<file path="config.mk">
export PLATFORM = sky130hd
export DESIGN_NAME = keypad_scan_flat
export DESIGN_NICKNAME = d
export VERILOG_FILES = /design/src/rtl/keypad_scan_if.sv /design/src/rtl/keypad_scan.sv /design/src/flat_wrapper.sv
export SDC_FILE = /design/constraint.sdc
export NUM_CORES = 1
export LEC_CHECK = 0
export CAP_MARGIN = 0
export CORE_MARGIN = 5
export CORE_UTILIZATION = 45
export CTS_BUF_LIST = sky130_fd_sc_hd__clkbuf_4 sky130_fd_sc_hd__clkbuf_8
export DETAILED_ROUTE_END_ITERATION = 16
export PLACE_DENSITY = 0.61
export SLEW_MARGIN = 20
export SYNTH_ARGS = -nofsm -noshare
export SYNTH_HDL_FRONTEND = slang
export SYNTH_SLANG_ARGS = --single-unit
</file>
<file path="constraint.sdc">
create_clock -name clk_i -period 2.8 [get_ports clk_i]
set_input_delay 0.28 -clock clk_i [delete_from_list [all_inputs] [get_ports clk_i]]
set_output_delay 0.28 -clock clk_i [all_outputs]
set_load 0.05 [all_outputs]
</file>
<file path="src/rtl/keypad_scan_if.sv">
// ---------------------------------------------------------------------------
// keypad_scan_if: keypad matrix and key-code signals of keypad_scan.
//
// Signals (names are seen from the scanner side):
//   row_i          keypad rows, active-low, asynchronous to clk
//   col_o          column drive, one-cold (driven column reads 0)
//   keyboard_val_o last accepted key code {row_idx, col_idx}
//   key_valid_o    level: high while the accepted key is held
//   key_pulse_o    strobe: one cycle per accepted press (and per repeat)
//
// Transfer semantics: there is no backpressure. The consumer samples
// keyboard_val_o on any cycle where key_pulse_o is high. key_valid_o is a
// qualifying level only, and keyboard_val_o stays stable between pulses.
//
// Modports: master = the scanner, slave = the keypad/consumer side.
// ---------------------------------------------------------------------------
interface keypad_scan_if;
  logic [3:0] row_i;
  logic [3:0] col_o;
  logic [3:0] keyboard_val_o;
  logic       key_valid_o;
  logic       key_pulse_o;

  modport master (
    input  row_i,
    output col_o,
    output keyboard_val_o,
    output key_valid_o,
    output key_pulse_o
  );

  modport slave (
    output row_i,
    input  col_o,
    input  keyboard_val_o,
    input  key_valid_o,
    input  key_pulse_o
  );
endinterface

</file>
<file path="src/rtl/keypad_scan.sv">
// ---------------------------------------------------------------------------
// keypad_scan: 4x4 active-low matrix keypad scanner with debounce.
//
// Ports:
//   clk_i      system clock
//   reset_n_i  asynchronous active-low reset
//   kp         keypad_scan_if.master (rows in, columns/key code out)
//   state_o    debug view of the FSM state (0 SCAN, 1 DEBOUNCE,
//              2 HELD, 3 RELEASE)
//
// Parameters:
//   SCAN_DIV      cycles each column is driven before sampling (>= 4)
//   DEBOUNCE_CNT  stable cycles to accept a press or release (>= 2)
//   REPEAT_CNT    auto-repeat period, only with KEYPAD_REPEAT_EN
//
// Build option: define KEYPAD_REPEAT_EN to enable auto-repeat pulses while
// a key stays held. Without it exactly one pulse is issued per press.
// ---------------------------------------------------------------------------
module keypad_scan #(
  parameter int unsigned SCAN_DIV     = 50000,
  parameter int unsigned DEBOUNCE_CNT = 500000,
  parameter int unsigned REPEAT_CNT   = 25000000
) (
  input  logic                 clk_i,
  input  logic                 reset_n_i,
  keypad_scan_if.master        kp,
  output logic [1:0]           state_o
);

  localparam int unsigned DW = $clog2(SCAN_DIV);
  localparam int unsigned SW = $clog2(DEBOUNCE_CNT);
  localparam logic [DW-1:0] DWELL_LAST  = DW'(SCAN_DIV - 1);
  localparam logic [SW-1:0] STABLE_LAST = SW'(DEBOUNCE_CNT - 1);

  typedef enum logic [1:0] {
    S_SCAN     = 2'd0,
    S_DEBOUNCE = 2'd1,
    S_HELD     = 2'd2,
    S_RELEASE  = 2'd3
  } state_t;

  state_t        state_q, state_d;
  logic [3:0]    sync1_q, row_s_q;
  logic [1:0]    col_idx_q, col_idx_d;
  logic [DW-1:0] dwell_q, dwell_d;
  logic [SW-1:0] stable_q, stable_d;
  logic [3:0]    row_cap_q, row_cap_d;
  logic [3:0]    val_q, val_d;
  logic          valid_q, valid_d;
  logic          pulse_q, pulse_d;

`ifdef KEYPAD_REPEAT_EN
  localparam int unsigned RW = $clog2(REPEAT_CNT);
  localparam logic [RW-1:0] REPEAT_LAST = RW'(REPEAT_CNT - 1);
  logic [RW-1:0] rep_q, rep_d;
`endif

  // Lowest pressed row wins when several keys share the frozen column.
  function automatic logic [1:0] low_row(input logic [3:0] r);
    if (!r[0])      return 2'd0;
    else if (!r[1]) return 2'd1;
    else if (!r[2]) return 2'd2;
    else            return 2'd3;
  endfunction

  always_ff @(posedge clk_i or negedge reset_n_i) begin
    if (!reset_n_i) begin
      state_q   <= S_SCAN;
      sync1_q   <= 4'hF;
      row_s_q   <= 4'hF;
      col_idx_q <= 2'd0;
      dwell_q   <= '0;
      stable_q  <= '0;
      row_cap_q <= 4'hF;
      val_q     <= 4'h0;
      valid_q   <= 1'b0;
      pulse_q   <= 1'b0;
`ifdef KEYPAD_REPEAT_EN
      rep_q     <= '0;
`endif
    end else begin
      state_q   <= state_d;
      sync1_q   <= kp.row_i;
      row_s_q   <= sync1_q;
      col_idx_q <= col_idx_d;
      dwell_q   <= dwell_d;
      stable_q  <= stable_d;
      row_cap_q <= row_cap_d;
      val_q     <= val_d;
      valid_q   <= valid_d;
      pulse_q   <= pulse_d;
`ifdef KEYPAD_REPEAT_EN
      rep_q     <= rep_d;
`endif
    end
  end

  always_comb begin
    state_d   = state_q;
    col_idx_d = col_idx_q;
    dwell_d   = dwell_q;
    stable_d  = stable_q;
    row_cap_d = row_cap_q;
    val_d     = val_q;
    valid_d   = valid_q;
    pulse_d   = 1'b0;
`ifdef KEYPAD_REPEAT_EN
    rep_d     = rep_q;
`endif
    case (state_q)
      S_SCAN: begin
        // Rows are only trusted in the last dwell cycle, once the
        // synchronizer holds values taken under the current column.
        if (dwell_q == DWELL_LAST) begin
          dwell_d = '0;
          if (row_s_q == 4'hF) begin
            col_idx_d = col_idx_q + 2'd1;
          end else begin
            row_cap_d = row_s_q;
            stable_d  = '0;
            state_d   = S_DEBOUNCE;
          end
        end else begin
          dwell_d = dwell_q + DW'(1);
        end
      end
      S_DEBOUNCE: begin
        if (row_s_q != row_cap_q) begin
          dwell_d = '0;
          state_d = S_SCAN;
        end else if (stable_q == STABLE_LAST) begin
          val_d   = {low_row(row_cap_q), col_idx_q};
          valid_d = 1'b1;
          pulse_d = 1'b1;
          state_d = S_HELD;
`ifdef KEYPAD_REPEAT_EN
          rep_d   = '0;
`endif
        end else begin
          stable_d = stable_q + SW'(1);
        end
      end
      S_HELD: begin
`ifdef KEYPAD_REPEAT_EN
        // Not cleared in RELEASE, so a bounce back to HELD keeps the phase.
        if (rep_q == REPEAT_LAST) begin
          rep_d   = '0;
          pulse_d = 1'b1;
        end else begin
          rep_d = rep_q + RW'(1);
        end
`endif
        if (row_s_q == 4'hF) begin
          stable_d = '0;
          state_d  = S_RELEASE;
        end
      end
      S_RELEASE: begin
        if (row_s_q != 4'hF) begin
          state_d = S_HELD;
        end else if (stable_q == STABLE_LAST) begin
          valid_d   = 1'b0;
          col_idx_d = col_idx_q + 2'd1;
          dwell_d   = '0;
          state_d   = S_SCAN;
        end else begin
          stable_d = stable_q + SW'(1);
        end
      end
      default: state_d = S_SCAN;
    endcase
  end

  assign kp.col_o          = ~(4'b0001 << col_idx_q);
  assign kp.keyboard_val_o = val_q;
  assign kp.key_valid_o    = valid_q;
  assign kp.key_pulse_o    = pulse_q;
  assign state_o           = state_q;

endmodule
</file>
<file path="src/flat_wrapper.sv">
// flat-port wrapper written by rule: the top's interface ports become plain ports
module keypad_scan_flat 
#(
  parameter int unsigned SCAN_DIV     = 50000,
  parameter int unsigned DEBOUNCE_CNT = 500000,
  parameter int unsigned REPEAT_CNT   = 25000000
)
  (clk_i, reset_n_i, state_o, kp_row_i, kp_col_o, kp_keyboard_val_o, kp_key_valid_o, kp_key_pulse_o);
  keypad_scan_if kp_i ();
  input  logic clk_i;
  input  logic reset_n_i;
  output logic [1:0] state_o;
  input wire logic [$bits(kp_i.row_i)-1:0] kp_row_i;
  output wire logic [$bits(kp_i.col_o)-1:0] kp_col_o;
  output wire logic [$bits(kp_i.keyboard_val_o)-1:0] kp_keyboard_val_o;
  output wire logic [$bits(kp_i.key_valid_o)-1:0] kp_key_valid_o;
  output wire logic [$bits(kp_i.key_pulse_o)-1:0] kp_key_pulse_o;
  assign kp_i.row_i = kp_row_i;
  assign kp_col_o = kp_i.col_o;
  assign kp_keyboard_val_o = kp_i.keyboard_val_o;
  assign kp_key_valid_o = kp_i.key_valid_o;
  assign kp_key_pulse_o = kp_i.key_pulse_o;
  keypad_scan #(.SCAN_DIV(SCAN_DIV), .DEBOUNCE_CNT(DEBOUNCE_CNT), .REPEAT_CNT(REPEAT_CNT)) u_core (.clk_i(clk_i), .reset_n_i(reset_n_i), .kp(kp_i), .state_o(state_o));
endmodule
</file>
==> results of run 1 <==
[metrics by stage]
step	hold WS, ns	std cells
detailed placement	0.3475	413
CTS	0.1349	429
finish	0.3490	430
global placement	0.3461	413
floorplan	-0.01559	324
global route	0.3391	430
[kinds of logic (layout without fill, tap and decap cells)]
logic type | count (synthesis) | in the layout | synth area share
adders and majority gates | 6 | 6 | 0.02427
buffers and inverters | 40 | 66 | 0.05218
AOI/OAI and AO/OA | 73 | 73 | 0.1675
and+or+nand+nor | 136 | 136 | 0.2516
muxes | 7 | 7 | 0.02427
DFF | 57 | 57 | 0.4660
xor gates and xnor gates | 5 | 5 | 0.01416
[state kept, by name, summed over array words and instances (netlist names)]
register and flops:
u_core.kp.keyboard_val_o 4, u_core.stable_q 19, u_core.state_o 2, u_core.dwell_q 16
u_core.sync1_q 4, u_core.col_idx_q 2, u_core.row_cap_q 4, u_core.row_s_q 4
u_core.kp.key_valid_o 1, u_core.kp.key_pulse_o 1
[routing by layer]
| metal | vias to the layer above | part of all wire |
|---|---|---|
| li1 | 1272 | - |
| met2 | 55 | 0.44 |
| met3 | 7 | 0.050 |
| met5 | - | 0 |
| met1 | 1179 | 0.49 |
| met4 | 0 | 0.014 |
[timing repair]
item,4_1_cts,5_1_grt
hold buffers,0,1
hold endpoints to repair,0,30
resized for setup,0,0
setup buffers,0,0
[cell type report]
type	count	share of cell area
clock buffer	11	0.04011
clock inverter	5	0.02835
inverter	21	0.02178
multi-input combinational	227	0.4118
sequential	57	0.3983
tap	80	0.02766
timing repair buffer	29	0.07192
[worst max-delay path: stages, from the launching register on]
cell and delay, ns:
dfrtp_1 0.44, nor4b_1 0.34, nand4_1 0.18, o31a_1 0.63
or4b_1 0.61, a21oi_1 0.16
[layout by cell type (no fill, tap or decap), types with 6 or more instances in the layout]
cell / synthesis / final
dfrtp_1: 45 / 45
nand2_1: 30 / 30
inv_1: 20 / 20
nand3_1: 17 / 17
clkdlybuf4s50_1: 0 / 16
a21oi_1: 15 / 15
and3_1: 13 / 13
nor2_1: 13 / 13
o31ai_1: 13 / 13
or4_1: 12 / 12
buf_4: 0 / 12
dfstp_2: 12 / 12
nand4_1: 10 / 10
clkbuf_8: 0 / 10
o21ai_0: 9 / 9
nor3_1: 7 / 7
o211ai_1: 7 / 7
o41ai_1: 6 / 6
ha_1: 6 / 6
[power breakdown]
group          internal, mW  leakage (nW)  switching, mW
clock network         0.624         0.123          0.322
logic                0.0110         0.583         0.0195
registers             0.835         0.740        0.00432
total                  1.47          1.45          0.345
[final timing paths]
kind / startpoint / endpoint / slack (ns) / cells after the start
worst max-delay path: u_core.stable_q[12]$_DFFE_PN0P_ / u_core.dwell_q[10]$_DFFE_PN0P_ / 0.35 / 5
worst min-delay path: u_core.sync1_q[3]$_DFF_PN1_ / u_core.row_s_q[3]$_DFF_PN1_ / 0.35 / 0
worst max register to register: u_core.stable_q[12]$_DFFE_PN0P_ / u_core.dwell_q[10]$_DFFE_PN0P_ / 0.35 / 5
worst min register to register: u_core.sync1_q[3]$_DFF_PN1_ / u_core.row_s_q[3]$_DFF_PN1_ / 0.35 / 0
max in group asynchronous: reset_n_i / u_core.stable_q[17]$_DFFE_PN0P_ / 1.73 / 3
min in group asynchronous: reset_n_i / u_core.kp.keyboard_val_o[0]$_DFFE_PN0P_ / 0.50 / 2
==> impl_metrics.tcl, run 1 <==
set metrics [dict create \
    postLayoutCellArea_mm2 0.003618 \
    seq_area_mm2 0.001441 \
    hpwlAfterDp_um 4553 \
    fp-row-count 30 \
    antenna_left 0 \
    drc 0 \
    synth.avg_cell_area_um2 9.546 \
    cts_tree "done" \
    p_per_area_mw_per_mm2 501.5 \
    ios 18 \
    htreeDepth 3 \
    use_met1 0.2375 \
    hold_viol 0 \
    insertion_delay_ns 0.33 \
    die-area_mm2 0.008631 \
    core_area_mm2 0.006756 \
    area_growth_pct 16.99 \
    synth_top_cell_by_area "dfrtp_1" \
    hp-class "register to register" \
    port_buffers 17 \
    dieHeight_um 92.91 \
    synth_most_common_cell "dfrtp_1" \
    met2_usage 0.2466 \
    met3_usage 0.05118 \
    async_reset_ff_frac 1.000 \
    outcome "completed" \
    rsz0062_at_grt "no" \
    grt_pass1_wl_um 11550 \
    viasPerCell 5.844 \
    power.total_mw 1.815 \
    synthTopCellsByArea "dfrtp_1, dfstp_2, nand2_1" \
    max_cap_violations 0 \
    start_util 0.4578 \
    clkTransAtPathRegs_ns 0.07 \
    final_nets 357 \
    root_buffer "clkbuf_8" \
    cp-start-kind "register" \
    cts-buffers-inserted 9 \
    final_util 0.5356 \
    top_usage_layer "met2" \
    synthCells 324 \
    fin_skew_ns 0.01060 \
    setup_viol 0 \
    dp_slack_ns 0.3275 \
    vdd_drop_max_v 0.0003645 \
    max_freq_mhz 408.6 \
    synth_common_cells "dfrtp_1, nand2_1, inv_1, nand3_1, a21oi_1" \
    die_w_um 92.91 \
    final_max_slew_viol_count 0 \
    cp.arrival_ns 2.70 \
    critical_path_class "register to register" \
    clockBufferDepth 2 \
    drive_gt1_frac 0.1543 \
    grt_max_degree 46 \
    synth_edf_count 0 \
    first_pass_iters 4 \
    setup_ws_ns 0.3526 \
    setup_tns_ns 0 \
    post_drt_wl_per_cell_um 15.85 \
    drt_iter0_markers 126 \
    synth_flop_cell "dfrtp_1" \
    synth_top_area_frac 0.3641 \
    p_leak_nw 1.446 \
    grt_pass1_vias 2342 \
    relSlewSlack 0.3264 \
    tightest_slew_ns 1.010 \
    required_ns 3.05 \
    wirelength_um 6814 \
    place.gp.congestion 0.8187 \
    fin_crit_ns 2.447 \
    clock_sinks 57 \
    multi_input_area_mm2 0.001490 \
    end_kind "register" \
    antenna_cells 0 \
    synth.cell_area_mm2 0.003093 \
    synth-seq-cells 57 \
    period_share 0.8741 \
    grt_overflow 0 \
    ys_seq_area_frac 0.4660 \
    synth.distinct_cells 53 \
    synth_fp_nets 336 \
    place_area_mm2 0.003358 \
    synth_warnings 0 \
    fill_cells 608 \
    cp_max_fo 32 \
    grt_util_all_layers 0.1690 \
    vias 2513 \
    antenna_found_initial 0 \
]
Note: power is estimated with default switching activity, not from simulation.
==> run 2: changes to the inputs <==
--- a/config.mk
+++ b/config.mk
@@ -6,11 +6,13 @@
 export NUM_CORES = 1
 export LEC_CHECK = 0
 export CAP_MARGIN = 0
+export CORE_ASPECT_RATIO = 0.7
 export CORE_MARGIN = 5
 export CORE_UTILIZATION = 45
 export CTS_BUF_LIST = sky130_fd_sc_hd__clkbuf_4 sky130_fd_sc_hd__clkbuf_8
 export DETAILED_ROUTE_END_ITERATION = 16
 export PLACE_DENSITY = 0.61
+export SKIP_LAST_GASP = 1
 export SLEW_MARGIN = 20
 export SYNTH_ARGS = -nofsm -noshare
 export SYNTH_HDL_FRONTEND = slang
==> run 2 against run 1 <==
Wire length up 5.5%. Non-clock buffer count did not move. Critical path depth is the same. Die area up 0.31%.
==> impl_metrics.tcl, run 2 (synthesized netlist as in run 1, its figures left out) <==
set metrics [dict create \
    cp_max_fo 30 \
    largest_reg_flops 19 \
    die-area_mm2 0.008658 \
    area_growth_pct 15.33 \
    setup_tns_ns 0 \
    cts_tree "done" \
    p_leak_nw 1.403 \
    postCtsSetupRepairBufs 0 \
    max_freq_mhz 397.2 \
    first_pass_iters 4 \
    hpwlAfterDp_um 4944 \
    whs_path_depth 1 \
    p_per_area_mw_per_mm2 440.4 \
    vias 2625 \
    critical_path_class "register to register" \
    place.gp.congestion 0.8302 \
    core_area_mm2 0.006725 \
    r2r_slack_ns 0.28 \
    mostFrequentLayoutCells "dfrtp_1, nand2_1, inv_1" \
    end_kind "register" \
    antenna_found_initial 0 \
    clkTransAtPathRegs_ns 0.07 \
    final_nets 357 \
    hold_viol 0 \
    port_buffers 17 \
    drt_iter0_markers 211 \
    insertion_delay_ns 0.34 \
    antenna_cells 0 \
    place_inst 427 \
    final_max_slew_viol_count 0 \
    drc 0 \
    drive_gt1_frac 0.1543 \
    start_util 0.4599 \
    rsz0062_at_grt "no" \
    grt_pass1_wl_um 12340 \
    relSlewSlack 0.3435 \
    required_ns 3.06 \
    viasPerCell 5.912 \
    place_area_mm2 0.003376 \
    hp-class "input pin to register" \
    antenna_left 0 \
    post_drt_wl_per_cell_um 16.19 \
    top_register "u_core.stable_q" \
    vdd_drop_max_v 0.0003172 \
    fp-row-count 25 \
    fin_skew_ns 0.002882 \
    reg.largest.list "u_core.stable_q: 19 flops, u_core.dwell_q: 16 flops" \
    outcome "completed" \
    final_cells 444 \
    wirelength_um 7189 \
    clockBufferDepth 2 \
    setup_viol 0 \
    grt_max_degree 31 \
    die_w_um 109.1 \
    period_share 0.8992 \
    root_buffer "clkbuf_8" \
    grt_pass1_vias 2420 \
    htreeDepth 3 \
    grt_overflow 0 \
    fin_crit_ns 2.518 \
    grt_util_all_layers 0.1845 \
    cp.arrival_ns 2.78 \
    postLayoutCellArea_mm2 0.003567 \
    cp-start-kind "register" \
    clock_sinks 57 \
    cts-buffers-inserted 9 \
    max_cap_violations 0 \
    cts_resized 0 \
    dieHeight_um 79.37 \
    reg2reg_depth 5 \
    tightest_slew_ns 0.9847 \
    ios 18 \
    final_common_cell "dfrtp_1" \
]
==> run 2: cell count changes in the layout (fill, tap and decap cells not counted), sizes merged <==
cell / delta
clkbuf: -1
clkinv: +1
clkinvlp: +3
bufinv: -3
==> run 2: area by class of cell <==
type                            instances  area, um^2
Sequential cell                        57        1441
Tap cell                               94       117.6
Fill cell                             634        3158
Clock inverter                          6       43.79
Timing Repair Buffer                   29       257.7
Inverter                               21       78.83
Clock buffer                           10       137.6
Multi-Input combinational cell        227        1490
==> run 2: final timing paths <==
check                                                 from                               to
min in group asynchronous                        reset_n_i    u_core.dwell_q[2]$_DFFE_PN0P_
max                        u_core.stable_q[11]$_DFFE_PN0P_    u_core.dwell_q[3]$_DFFE_PN0P_
min                                            kp_row_i[3]      u_core.sync1_q[3]$_DFF_PN1_
max reg2reg                u_core.stable_q[11]$_DFFE_PN0P_    u_core.dwell_q[3]$_DFFE_PN0P_
min reg2reg                    u_core.sync1_q[1]$_DFF_PN1_      u_core.row_s_q[1]$_DFF_PN1_
max in group asynchronous                        reset_n_i  u_core.row_cap_q[3]$_DFFE_PN1P_
==> run 2: worst max-delay path, stage by stage (launching register included) <==
cell,delay (ns)
dfrtp_1,0.44
nor4b_1,0.36
nand4_1,0.21
o31a_1,0.63
or4_1,0.62
a21oi_1,0.17
==> run 2: layer usage <==
layer	part of all wire	up-vias	track usage
li1	-	1270	-
met1	0.53	1276	0.2898
met2	0.40	73	0.2420
met3	0.054	6	0.05849
met4	0.0090	0	0.04161
met5	0	-	0
==> run 2: metrics by stage <==
stage	hold WS [ns]	worst slack, ns	power (mW)	utilization
detailed placement	0.3470	0.3161	0.8844	0.5020
floorplan	-0.01559	0.3333	0.8565	-
global route	0.3267	0.1213	1.635	0.5304
CTS	0.3225	0.3096	1.594	0.5304
global placement	0.3460	0.4041	0.8840	0.5020
finish	0.3437	0.2822	1.571	0.5304
==> run 2: report_power, final <==
group	internal [mW]	switching, mW
clock network	0.344	0.359
logic	0.0106	0.0195
registers	0.834	0.00430
==> run 2: repair_timing <==
| item | CTS | global route |
|---|---|---|
| endpoints found under the setup margin | 0 | 0 |
| endpoints found under the hold margin | 24 | 0 |
| hold buffers | 1 | 0 |
